<file path="src/rtl/operand_fetch_unit.sv">
// rtl/operand_fetch_unit.sv - serial operand staging between register bank and ALU
//
// Purpose: fetches the operand slots selected by start_mask one at a time
// through the bank's single read port (REQ/CAP pair per slot), forwarding
// writebacks that land during a slot's window, then presents the whole set
// to the ALU with a valid/ready handshake. Unselected slots keep old values.
//
// Ports:
//   clk, rst                 clock, asynchronous active-high reset
//   start_valid/start_ready  fetch request handshake (ready only in IDLE)
//   start_addr, start_mask   per-slot register address, per-slot refresh enable
//   rf_ren, rf_raddr         bank read strobe/address (data returns next cycle)
//   rf_rdata                 bank read data (old value on read/write collision)
//   wb_en, wb_addr, wb_data  writeback observed for forwarding
//   op_data, op_valid        operand set to ALU, op_data slot i at [i*WIDTH +: WIDTH]
//   op_ready                 ALU consumes the operand set
module operand_fetch_unit #(
  parameter int WIDTH   = 16,
  parameter int NUM_OPS = 2,
  parameter int AW      = 3
) (
  input  logic                     clk,
  input  logic                     rst,
  input  logic                     start_valid,
  output logic                     start_ready,
  input  logic [NUM_OPS*AW-1:0]    start_addr,
  input  logic [NUM_OPS-1:0]       start_mask,
  output logic                     rf_ren,
  output logic [AW-1:0]            rf_raddr,
  input  logic [WIDTH-1:0]         rf_rdata,
  input  logic                     wb_en,
  input  logic [AW-1:0]            wb_addr,
  input  logic [WIDTH-1:0]         wb_data,
  output logic [NUM_OPS*WIDTH-1:0] op_data,
  output logic                     op_valid,
  input  logic                     op_ready
);

  localparam int IW = (NUM_OPS > 1) ? $clog2(NUM_OPS) : 1;

  typedef enum logic [1:0] {
    IDLE  = 2'd0,
    REQ   = 2'd1,
    CAP   = 2'd2,
    VALID = 2'd3
  } state_t;

  state_t                   state;
  logic [NUM_OPS*AW-1:0]    addr_q;
  logic [NUM_OPS-1:0]       mask_q;
  logic [IW-1:0]            idx;
  logic                     byp_flag;
  logic [WIDTH-1:0]         byp_data;
  logic [NUM_OPS*WIDTH-1:0] op_data_q;

  logic                     first_found;
  logic [IW-1:0]            first_idx;
  logic                     next_found;
  logic [IW-1:0]            next_idx;
  logic [AW-1:0]            cur_addr;
  logic                     wb_hit;
  logic [WIDTH-1:0]         cap_data;

  // Lowest set bit of the incoming mask picks the first slot to fetch.
  always_comb begin
    first_found = 1'b0;
    first_idx   = '0;
    for (int i = 0; i < NUM_OPS; i++) begin
      if (start_mask[i] && !first_found) begin
        first_found = 1'b1;
        first_idx   = IW'(i);
      end
    end
  end

  // Next set bit strictly above the slot just captured.
  always_comb begin
    next_found = 1'b0;
    next_idx   = '0;
    for (int i = 0; i < NUM_OPS; i++) begin
      if (mask_q[i] && (32'(i) > 32'(idx)) && !next_found) begin
        next_found = 1'b1;
        next_idx   = IW'(i);
      end
    end
  end

  assign cur_addr = addr_q[idx*AW +: AW];
  assign wb_hit   = wb_en && (wb_addr == cur_addr);

  // A writeback in the CAP cycle is newer than anything the bank returned;
  // one in the REQ cycle was missed by the bank read (old-data collision)
  // and lives in the bypass register.
  always_comb begin
    cap_data = rf_rdata;
    if (wb_hit) begin
      cap_data = wb_data;
    end else if (byp_flag) begin
      cap_data = byp_data;
    end
  end

  always_ff @(posedge clk or posedge rst) begin
    if (rst) begin
      state     <= IDLE;
      addr_q    <= '0;
      mask_q    <= '0;
      idx       <= '0;
      byp_flag  <= 1'b0;
      byp_data  <= '0;
      op_data_q <= '0;
    end else begin
      case (state)
        IDLE: begin
          if (start_valid) begin
            addr_q <= start_addr;
            mask_q <= start_mask;
            idx    <= first_idx;
            state  <= first_found ? REQ : VALID;
          end
        end
        REQ: begin
          if (wb_hit) begin
            byp_data <= wb_data;
            byp_flag <= 1'b1;
          end
          state <= CAP;
        end
        CAP: begin
          op_data_q[idx*WIDTH +: WIDTH] <= cap_data;
          byp_flag <= 1'b0;
          if (next_found) begin
            idx   <= next_idx;
            state <= REQ;
          end else begin
            state <= VALID;
          end
        end
        VALID: begin
          if (op_ready) begin
            state <= IDLE;
          end
        end
        default: state <= IDLE;
      endcase
    end
  end

  assign start_ready = (state == IDLE);
  assign op_valid    = (state == VALID);
  assign rf_ren      = (state == REQ);
  assign rf_raddr    = (state == REQ) ? cur_addr : '0;
  assign op_data     = op_data_q;

endmodule

</file>
<file path="config.mk">
export PLATFORM = sky130hd
export DESIGN_NAME = operand_fetch_unit
export DESIGN_NICKNAME = d
export VERILOG_FILES = /design/src/rtl/operand_fetch_unit.sv
export SDC_FILE = /design/constraint.sdc
export NUM_CORES = 1
export LEC_CHECK = 0
export CORE_ASPECT_RATIO = 1.2
export CORE_MARGIN = 5
export CORE_UTILIZATION = 47
export CTS_CLUSTER_DIAMETER = 120
export DETAILED_ROUTE_END_ITERATION = 8
export PLACE_DENSITY = 0.85
export SLEW_MARGIN = 10
export SYNTH_ARGS = -nofsm -noshare
export SYNTH_HDL_FRONTEND = slang
export SYNTH_SLANG_ARGS = --single-unit
export TNS_END_PERCENT = 30
</file>
<file path="constraint.sdc">
create_clock -name clk -period 2.38 [get_ports clk]
set_clock_uncertainty 0.05 [all_clocks]
set_input_delay 0.476 -clock clk [delete_from_list [all_inputs] [get_ports clk]]
set_output_delay 0.476 -clock clk [all_outputs]
set_load 0.01 [all_outputs]
</file>
==> results of run 1 <==
cell families (layout without fill, tap and decap cells):
kind of cell / after synthesis / in the layout / share of synthesized area
buf+inv: 22 / 115 / 0.0336
xor+xnor: 4 / 4 / 0.0172
mux: 43 / 43 / 0.188
compound gates: 55 / 55 / 0.132
flops: 59 / 59 / 0.509
simple gates: 70 / 70 / 0.121
worst paths after layout:
path | end | slack [ps] | depth (start not counted) | from
min | op_data[7] | 420 | 2 | op_data[7]
max | rf_raddr[0] | 100 | 3 | idx
max reg2reg | op_data[10] | 360 | 5 | idx
min reg2reg | op_data[7] | 420 | 2 | op_data[7]
min in group asynchronous | op_data[16] | 490 | 2 | rst
max in group asynchronous | idx | 1190 | 3 | rst
layer usage:
layer,GRT usage,wire (um),vias to the layer above
met5,0,0,-
met4,0.0789,203,0
met3,0.0684,548,17
met2,0.379,4240,87
met1,0.248,2880,1196
li1,-,-,1108
repair_timing:
action	4_1_cts	5_1_grt
endpoints found under the setup margin	3	3
gates resized for setup	1	3
hold buffers	0	0
Yosys cell counts, drive strengths merged, types with 3 or more instances:
cell / instances
dfrtp: 59
mux2: 39
nand2: 36
o31ai: 32
nor4: 17
a31oi: 16
clkbuf: 16
nor2: 6
inv: 4
mux2i: 4
nor2b: 4
a21oi: 3
nand2b: 3
registers in the layout (all words and copies together) (netlist names):
name / cells
mask_q: 1
state: 2
addr_q: 6
idx: 1
byp_flag: 1
op_data: 32
byp_data: 16
final cells by class:
class	count	area, um2
Timing Repair Buffer	95	951
Clock buffer	12	165
Sequential cell	59	1480
Inverter	4	15.0
Fill cell	437	1910
Clock inverter	4	47.5
Tap cell	82	103
Multi-Input combinational cell	172	1340
through the flow:
| step | hold slack (ps) | cells |
|---|---|---|
| detailed placement | 418 | 412 |
| CTS | 432 | 428 |
| global route | 441 | 428 |
| floorplan | 425 | 253 |
| finish | 423 | 428 |
| global placement | 412 | 412 |
where the power goes:
part | switching [W] | internal, W
Sequential | 0.000384 | 0.00151
Clock | 0.000415 | 0.000565
Combinational | 0.00134 | 0.00142
Total | 0.00214 | 0.00349
worst reg2reg max path: stages, from the launching register on:
cell,delay [ps]
dfrtp_2,520
mux2i_4,340
mux2i_2,340
buf_4,290
nor4_1,110
o31ai_1,260
==> results by group, run 1 <==
Worst setup path
  • WS Path Type: reg -> out
  • Critical Path Sink Type: output pin
  • Worst-path fanout max: 8
  • Crit path buf inv count: 1
  • CP max stage cell: clkdlybuf4s50_1
  • Crit start category: flop
  • Worst endpoint required time: approximately 1900 ps
  • CP arrival: 1760 ps
  • Crit path max-delay family: buffers and inverters
  • CP Cell Sequence: mux2i_4 -> nor2_1 -> clkdlybuf4s50_1
  • Critical Path Max Stage Delay: between 500 and 600 ps

STA
  • Final min period: 2280 ps
  • Final setup margin: just under 100 ps
  • Hold violation count in the final report: 0
  • Final Cycle Share: 0.959
  • Fmax: 438 MHz
  • Pins Over Slew Limit: 0
  • Worst Tran Pin Value: 705 ps
  • RSZ-0062 raised after global routing: false
  • Final setup violating endpoints: 0
  • Slew HR: 0.530
  • Sum of negative setup slack: 0 ps

Logic synthesis
  • Synth area leaders: dfrtp_1, mux2_2, o31ai_1
  • Asr flop ratio synth: 1.00
  • Post-synth EDFFs: 0
  • Post-synthesis sequential area ratio: 0.509
  • Synth Register Bits: 59
  • Mapped Nets: 301
  • Synth Warn #: 0
  • Mapped Cells: around 250
  • Mapped Area: 0.00290 mm2
  • Share of the synthesized area in the top cell type: 0.509
  • Area leader, netlist: dfrtp_1
  • Netlist cell types: 25
  • Ys flop type: dfrtp_1
  • Mapped Avg Cell Area: about 11 um2

Cells and area
  • Syn-to-layout area delta: 41.3%
  • Most frequent cells in the layout: clkdlybuf4s50_1, dfrtp_1, nand2_1
  • ANT cells: 0
  • Core Util, Final: 0.682
  • Final instance area: approximately 0.0041 mm2
  • Most common cell after layout, fill and taps aside: clkdlybuf4s50_1
  • Layout cells sized above 1: 0.223
  • Layout Nets: 389

Run
  • Max_cap viols: 0

Clocking
  • Sinks on Clock Net: around 60
  • Worst-case clock buffer depth: 2
  • CTS tree: built
  • Post-CTS Setup Bufs: 0
  • H-tree depth: 3
  • CTS root buf: clkbuf_8
  • CTS clk-pin slew, worst paths: 70 ps
  • Total CTS buffers: 9
  • Worst-Skew Late Latency: around 350 ps

Run status
  • Status: completed

GRT
  • Largest net degree at the start of global routing: 33
  • Remaining global-route overflow: 0
  • First-pass GRT wire length: approximately 13000 um
  • Total track usage: 0.217
  • Vias in the first global route: ~2600
  • Initial antenna violation count: 0

Detailed routing
  • Final WL: 7870 um
  • Post-DR wirelength/cell: around 18 um
  • First-pass iteration count of the detailed router: 4
  • DRT antenna net count: 0
  • Vias per cell: 5.63
  • Post-route DRC: 0
  • DR vias: between 2000 and 2500
  • Starting DRT DRC Count: 190

Pwr
  • Pwr Density: 1370 mW/mm2
  • VDD IR max: between 0.001 and 0.0015 V
  • Static leakage: between 1.5 and 2 nW
  • Total power: 0.00563 W

Floorplan
  • Die area: 0.00785 mm2
  • Die Wd: around 82 um
  • Cell Rows: 31
  • Die Ht: roughly 96 um
  • Io pins: 86
  • Core Area: 0.00601 mm2
  • Initial Util: 0.483

Placement
  • Pre-CTS setup slack: approximately 150 ps
  • IO Port Bufs: 85
  • Area post-placement: 0.00387 mm2
  • Final HPWL DP: ~5400 um
  • GP Congestion: 0.768

Min path
  • Hold crit path type: reg -> reg
(Power assumes the default switching activity.)
==> run 2: changes to the inputs <==
--- a/config.mk
+++ b/config.mk
@@ -5,13 +5,14 @@
 export SDC_FILE = /design/constraint.sdc
 export NUM_CORES = 1
 export LEC_CHECK = 0
+export CELL_PAD_IN_SITES_DETAIL_PLACEMENT = 1
+export CELL_PAD_IN_SITES_GLOBAL_PLACEMENT = 1
 export CORE_ASPECT_RATIO = 1.2
 export CORE_MARGIN = 5
-export CORE_UTILIZATION = 47
+export CORE_UTILIZATION = 36
 export CTS_CLUSTER_DIAMETER = 120
 export DETAILED_ROUTE_END_ITERATION = 8
-export PLACE_DENSITY = 0.85
-export SLEW_MARGIN = 10
+export PLACE_DENSITY = 0.84
 export SYNTH_ARGS = -nofsm -noshare
 export SYNTH_HDL_FRONTEND = slang
 export SYNTH_SLANG_ARGS = --single-unit
==> constraint.sdc (replaced) <==
create_clock -name clk -period 2.2 [get_ports clk]
set_clock_uncertainty 0.05 [all_clocks]
set_input_delay 0.44 -clock clk [delete_from_list [all_inputs] [get_ports clk]]
set_output_delay 0.44 -clock clk [all_outputs]
set_load 0.01 [all_outputs]
==> run 2 against run 1 <==
Effect of this change: global-route usage decreased by 3.3 points; sequential share of layout area decreased by 0.50 points; via count increased by 1.4%; register-to-register slack got worse by 220 ps; largest cell class unchanged; first-iteration DRC count decreased by 41%; die area increased by 27%; sequential cell count unchanged.
==> results by group, run 2 (synthesized netlist as in run 1, its figures left out) <==
Detailed routing
  • DRT antenna net count: 0 (unchanged)
  • Final WL: 8850 um (+12%)
  • First-pass iteration count of the detailed router: 6 (+2)
  • Starting DRT DRC Count: 113 (-41%)
  • Vias per cell: 5.50 (-2.3%)
  • Post-route DRC: 0 (unchanged)
  • Post-DR wirelength/cell: 19.9 um (+8.4%)
  • DR vias: 2441 (+1.4%)

Worst setup path
  • Crit start category: flop
  • Launch point of the worst path: state[1]
  • R2r setup slk: 140 ps (-220 ps)
  • Critical Path Sink Type: output pin
  • Reg-to-Reg End: byp_data[7]
  • WS Path Type: reg -> out
  • Worst reg2reg path depth: 6 (+1)
  • CP Cell Sequence: nand2b_2 -> inv_1 -> clkdlybuf4s50_1
  • FF-to-FF Start: idx
  • CP max stage cell: clkdlybuf4s50_1
  • Crit path buf inv count: 2 (+1)
  • Crit path max-delay family: buffers and inverters
  • CP Depth: 3 (unchanged)
  • CP arrival: 1580 ps (-180 ps)
  • Critical Path Max Stage Delay: 530 ps (about the same)
  • Worst-path fanout max: 5 (-3)
  • Worst endpoint required time: 1710 ps (-140 ps)
  • Crit path capture: rf_ren

Min path
  • Hold crit path type: in -> async

Cells and area
  • Fillers: 836 (+91%)
  • Syn-to-layout area delta: 43.3%
  • Most frequent cells in the layout: clkdlybuf4s50_1, dfrtp_1, nand2_1
  • Core Util, Final: 0.533 (-0.149)
  • Max FFs per register: 32 (unchanged)
  • ANT cells: 0 (unchanged)
  • Most common cell after layout, fill and taps aside: clkdlybuf4s50_1
  • Layout Nets: 395 (+1.5%)
  • Layout cells sized above 1: 0.233 (+0.0104)

GRT
  • Remaining global-route overflow: 0 (unchanged)
  • Total track usage: 0.184 (-0.0332)
  • Vias in the first global route: 2689 (+5.2%)
  • Largest net degree at the start of global routing: 33 (unchanged)
  • Initial antenna violation count: 0 (unchanged)
  • First-pass GRT wire length: 14100 um (+11%)

Clocking
  • Worst-case clock buffer depth: 2 (unchanged)
  • Worst-Skew Late Latency: 340 ps (about the same)
  • CTS tree: built
  • CTS clk-pin slew, worst paths: 70 ps (about the same)
  • CTS root buf: clkbuf_8
  • Total CTS buffers: 9 (unchanged)
  • Hold-fix buffers at CTS: 0 (unchanged)
  • H-tree depth: 3 (unchanged)
  • Sinks on Clock Net: 59 (unchanged)

Pwr
  • Pwr Density: 1510 mW/mm2 (+9.6%)
  • Static leakage: 1.74 nW (+2.1%)
  • Total power: 0.00626 W (+11%)
  • VDD IR max: 0.00103 V (-6.2%)

Floorplan
  • Initial Util: 0.372 (-0.110)
  • Io pins: 86 (unchanged)
  • Die Ht: 108 um (+13%)
  • Die area: 0.00996 mm2 (+27%)
  • Die Wd: 92.0 um (+13%)
  • Core Area: 0.00779 mm2 (+30%)
  • Cell Rows: 35 (+13%)

STA
  • Pins Over Slew Limit: 0 (unchanged)
  • Final min period: 2070 ps
  • Final Cycle Share: 0.943
  • Hold violation count in the final report: 0 (unchanged)
  • Final setup margin: 125 ps (+27.6 ps)
  • Final setup violating endpoints: 0 (unchanged)
  • Slew HR: 0.679 (+0.149)
  • Worst Tran Pin Value: 478 ps (-227 ps)
  • Fmax: just under 500 MHz
  • RSZ-0062 raised after global routing: false

Run
  • Max_cap viols: 0 (unchanged)

Run status
  • Status: completed

Placement
  • IO Port Bufs: 85 (unchanged)
  • GP Congestion: 0.749 (-2.4%)
  • Final HPWL DP: 6380 um (+18%)
  • Pre-CTS setup slack: -8.25 ps (-157 ps)
run 2: changes by cell type in the layout (fill, tap and decap cells not counted):
cell	delta
clkinv_2	-1
clkbuf_8	-3
clkbuf_1	+1
dlygate4sd2_1	+3
clkdlybuf4s50_1	-3
buf_4	+6
clkinvlp_4	+1
bufinv_16	+1
inv_6	+1
run 2: timing repair:
item,CTS,global route
gates resized for setup,6,1
pin swaps,0,0
setup endpoints to repair,4,1
buffers inserted,1,0
run 2: layout make-up:
| type | count | area, um2 | area share |
|---|---|---|---|
| clock inverters | 6 | 88.8 | 0.0214 |
| flip-flops and latches | 59 | 1480 | 0.356 |
| inverters | 4 | 15.0 | 0.00361 |
| repair buffers | 101 | 992 | 0.239 |
| clock buffers | 10 | 128 | 0.0307 |
| well taps | 92 | 115 | 0.0277 |
| multi-input cells | 172 | 1340 | 0.322 |
run 2: where the power goes:
part           total, W  switching, W  internal (W)
Clock           0.00109      0.000452      0.000639
Combinational   0.00315       0.00157       0.00159
Sequential      0.00202      0.000389       0.00163
Total           0.00626       0.00241       0.00385
run 2: per-stage QoR:
step / instance area, um2 / std cells / setup TNS (ps) / hold WS (ps)
CTS: 4160 / 444 / 0 / 359
global placement: 3920 / 427 / 0 / 415
detailed placement: 3920 / 427 / -12.6 / 421
finish: 4160 / 444 / 0 / 362
global route: 4160 / 444 / 0 / 402
floorplan: 2900 / 253 / 0 / 425
run 2: worst register-to-register path: cells and delay by family (launching register included):
| kind | cells | cell delay [ps] |
|---|---|---|
| flops | 1 | 490 |
| mux | 2 | 580 |
| simple gates | 1 | 290 |
| buf+inv | 2 | 380 |
| xor+xnor | 1 | 150 |
run 2: worst min path at each step:
| stage | to | slack (ps) |
|---|---|---|
| floorplan | byp_data[2] | 420 |
| global placement | op_data[1] | 410 |
| detailed placement | op_data[0] | 420 |
| CTS | op_data[31] | 360 |
| global route | op_data[13] | 400 |
| finish | op_data[31] | 360 |
run 2: metal layers:
metal  vias up  part of all wire  track usage
met5         -                 0            0
met4         0             0.019       0.0669
met3        11             0.068       0.0543
met2        90              0.54        0.336
met1      1213              0.38        0.203
li1       1127                 -            -
==> RTL edit: new RTL, config.mk and constraints of run 2 <==
`AW`: 3 -> 5.
--- a/src/rtl/operand_fetch_unit.sv
+++ b/src/rtl/operand_fetch_unit.sv
@@ -17,7 +17,7 @@
 module operand_fetch_unit #(
   parameter int WIDTH   = 16,
   parameter int NUM_OPS = 2,
-  parameter int AW      = 3
+  parameter int AW      = 5
 ) (
   input  logic                     clk,
   input  logic                     rst,
Ports: changed (resized rf_raddr, start_addr and wb_addr); port bits go from 86 to 94. No check against the original RTL was run, so the function may have changed too.
==> RTL edit against run 2 <==
Cell area grew 9.3%. Area after synthesis up 8.4%. Critical path type is now reg -> reg. Total power decreased by 4.7%. Critical endpoint is now byp_data[11]. Largest power group unchanged. Count of clock-buffer cells in the layout is the same. Sequential cell count up 4. Highest routed layer unchanged. Worst setup slack lost 53 ps. Wire length fell by 1.3%.
==> RTL edit: results <==
set metrics [dict create \
    slew_headroom_pct 70.2 \
    place.gp.congestion 0.742 \
    met3_usage_pct 4.83 \
    hold_slack_ps 357 \
    netSwitchingFraction_pct 36.8 \
    met3_wirelength_um 535 \
    largest_reg_flops 32 \
    combinationalPower_mw 2.94 \
    seq_cell_power_mw 2.07 \
    syn_nets 322 \
    antenna_found_initial 0 \
    reg2regPathDepth 7 \
    grt_max_degree 49 \
    drtIter0Drc 50 \
    cp_top_family "multiplexers" \
    cp.arrival_ps 2290 \
    yosys-top-cells-area "dfrtp_1 (50%), o31ai_1 (7.6%), mux2_2 (5.7%)" \
    dp_slack_ps -59.4 \
    cp_max_fo 16 \
    synth_commonest_cells "dfrtp_1 (63), nand2_1 (36), o31ai_1 (32), nor2b_1 (17), mux2_2 (16)" \
    grt_pass1_vias 2852 \
    leakage_nw 1.96 \
    critPathMaxStageDelay_ps 470 \
    drt-wirelength-per-cell_um 17.9 \
    dp_hpwl_um 6350 \
    port_buffers 93 \
    layout.nets 421 \
    synth_cell_type_count 31 \
    cts_root_buf "clkbuf_8" \
    crit_path_top_delay_cell "dfrtp_2" \
    met1Wirelength_um 3680 \
    grt.total_usage_pct 17.0 \
    peakVddDrop_mv 0.622 \
    met2_length_um 4470 \
    path_clk_slew_ps 70 \
    vias 2506 \
    grt_pass1_wl_um 14400 \
    use_met2_pct 28.7 \
    drive_above_1_share_pct 23.4 \
    dr.pass1.iters 4 \
    grtUsageMet1_pct 21.6 \
    r2r_setup_slack_ps 70 \
    outcome "complete, no violations" \
    rr_endpoint "byp_data[11]" \
]
RTL edit: cell count changes after synthesis, sizes merged, moves of 4 or more:
cell and change:
buf +5, mux2 -13, nor2b +13, nor3b +16
clkbuf -4, dfrtp +4, nor4 -17, a31oi -16
a221oi +16
RTL edit: how the worst max path moves through the flow:
stage / from / endpoint / slack, ps / depth (start not counted)
4_1_cts: idx / rf_raddr[0] / -20 / 3
2_1_floorplan: rst / addr_q[0] / 140 / 1
6_report: idx / byp_data[11] / 70 / 7
3_3_place_gp: wb_addr[0] / byp_data[13] / -20 / 6
3_5_place_dp: wb_addr[0] / byp_data[8] / -60 / 6
5_1_grt: idx / op_data[28] / -60 / 6
RTL edit: what timing repair did:
| action | in CTS | in global routing |
|---|---|---|
| hold endpoints to repair | 0 | 0 |
| setup buffers | 0 | 2 |
| hold buffers | 0 | 0 |
| endpoints found under the setup margin | 25 | 37 |
| pin swaps | 0 | 2 |
| gates resized for setup | 4 | 18 |
RTL edit: through the flow:
stage	TNS [ps]	total power, mW	util [%]	instance area (um^2)	cells
floorplan	0	3.60	-	3150	268
global placement	-108	4.76	49.5	4240	471
detailed placement	-554	4.90	49.5	4240	471
CTS	-29.6	5.90	51.9	4440	487
global route	-292	6.40	53.0	4540	489
finish	0	5.97	53.0	4540	489
RTL edit: kinds of logic after synthesis:
logic type / count (synthesis) / share of synthesized area, %
multiplexers: 31 / 12.1
XOR/XNOR: 5 / 1.39
AO/OA/AOI/OAI: 55 / 15.4
buffers and inverters: 23 / 4.69
AND/OR/NAND/NOR: 91 / 16.3
flip-flops: 63 / 50.1
RTL edit: cell type report:
class                      instances  area, um^2
fill                             915        4020
sequential                        63        1580
multi-input combinational        182        1500
timing repair buffer             107        1110
tap                              117         146
clock buffer                      10         128
clock inverter                     6        61.3
inverter                           4        15.0
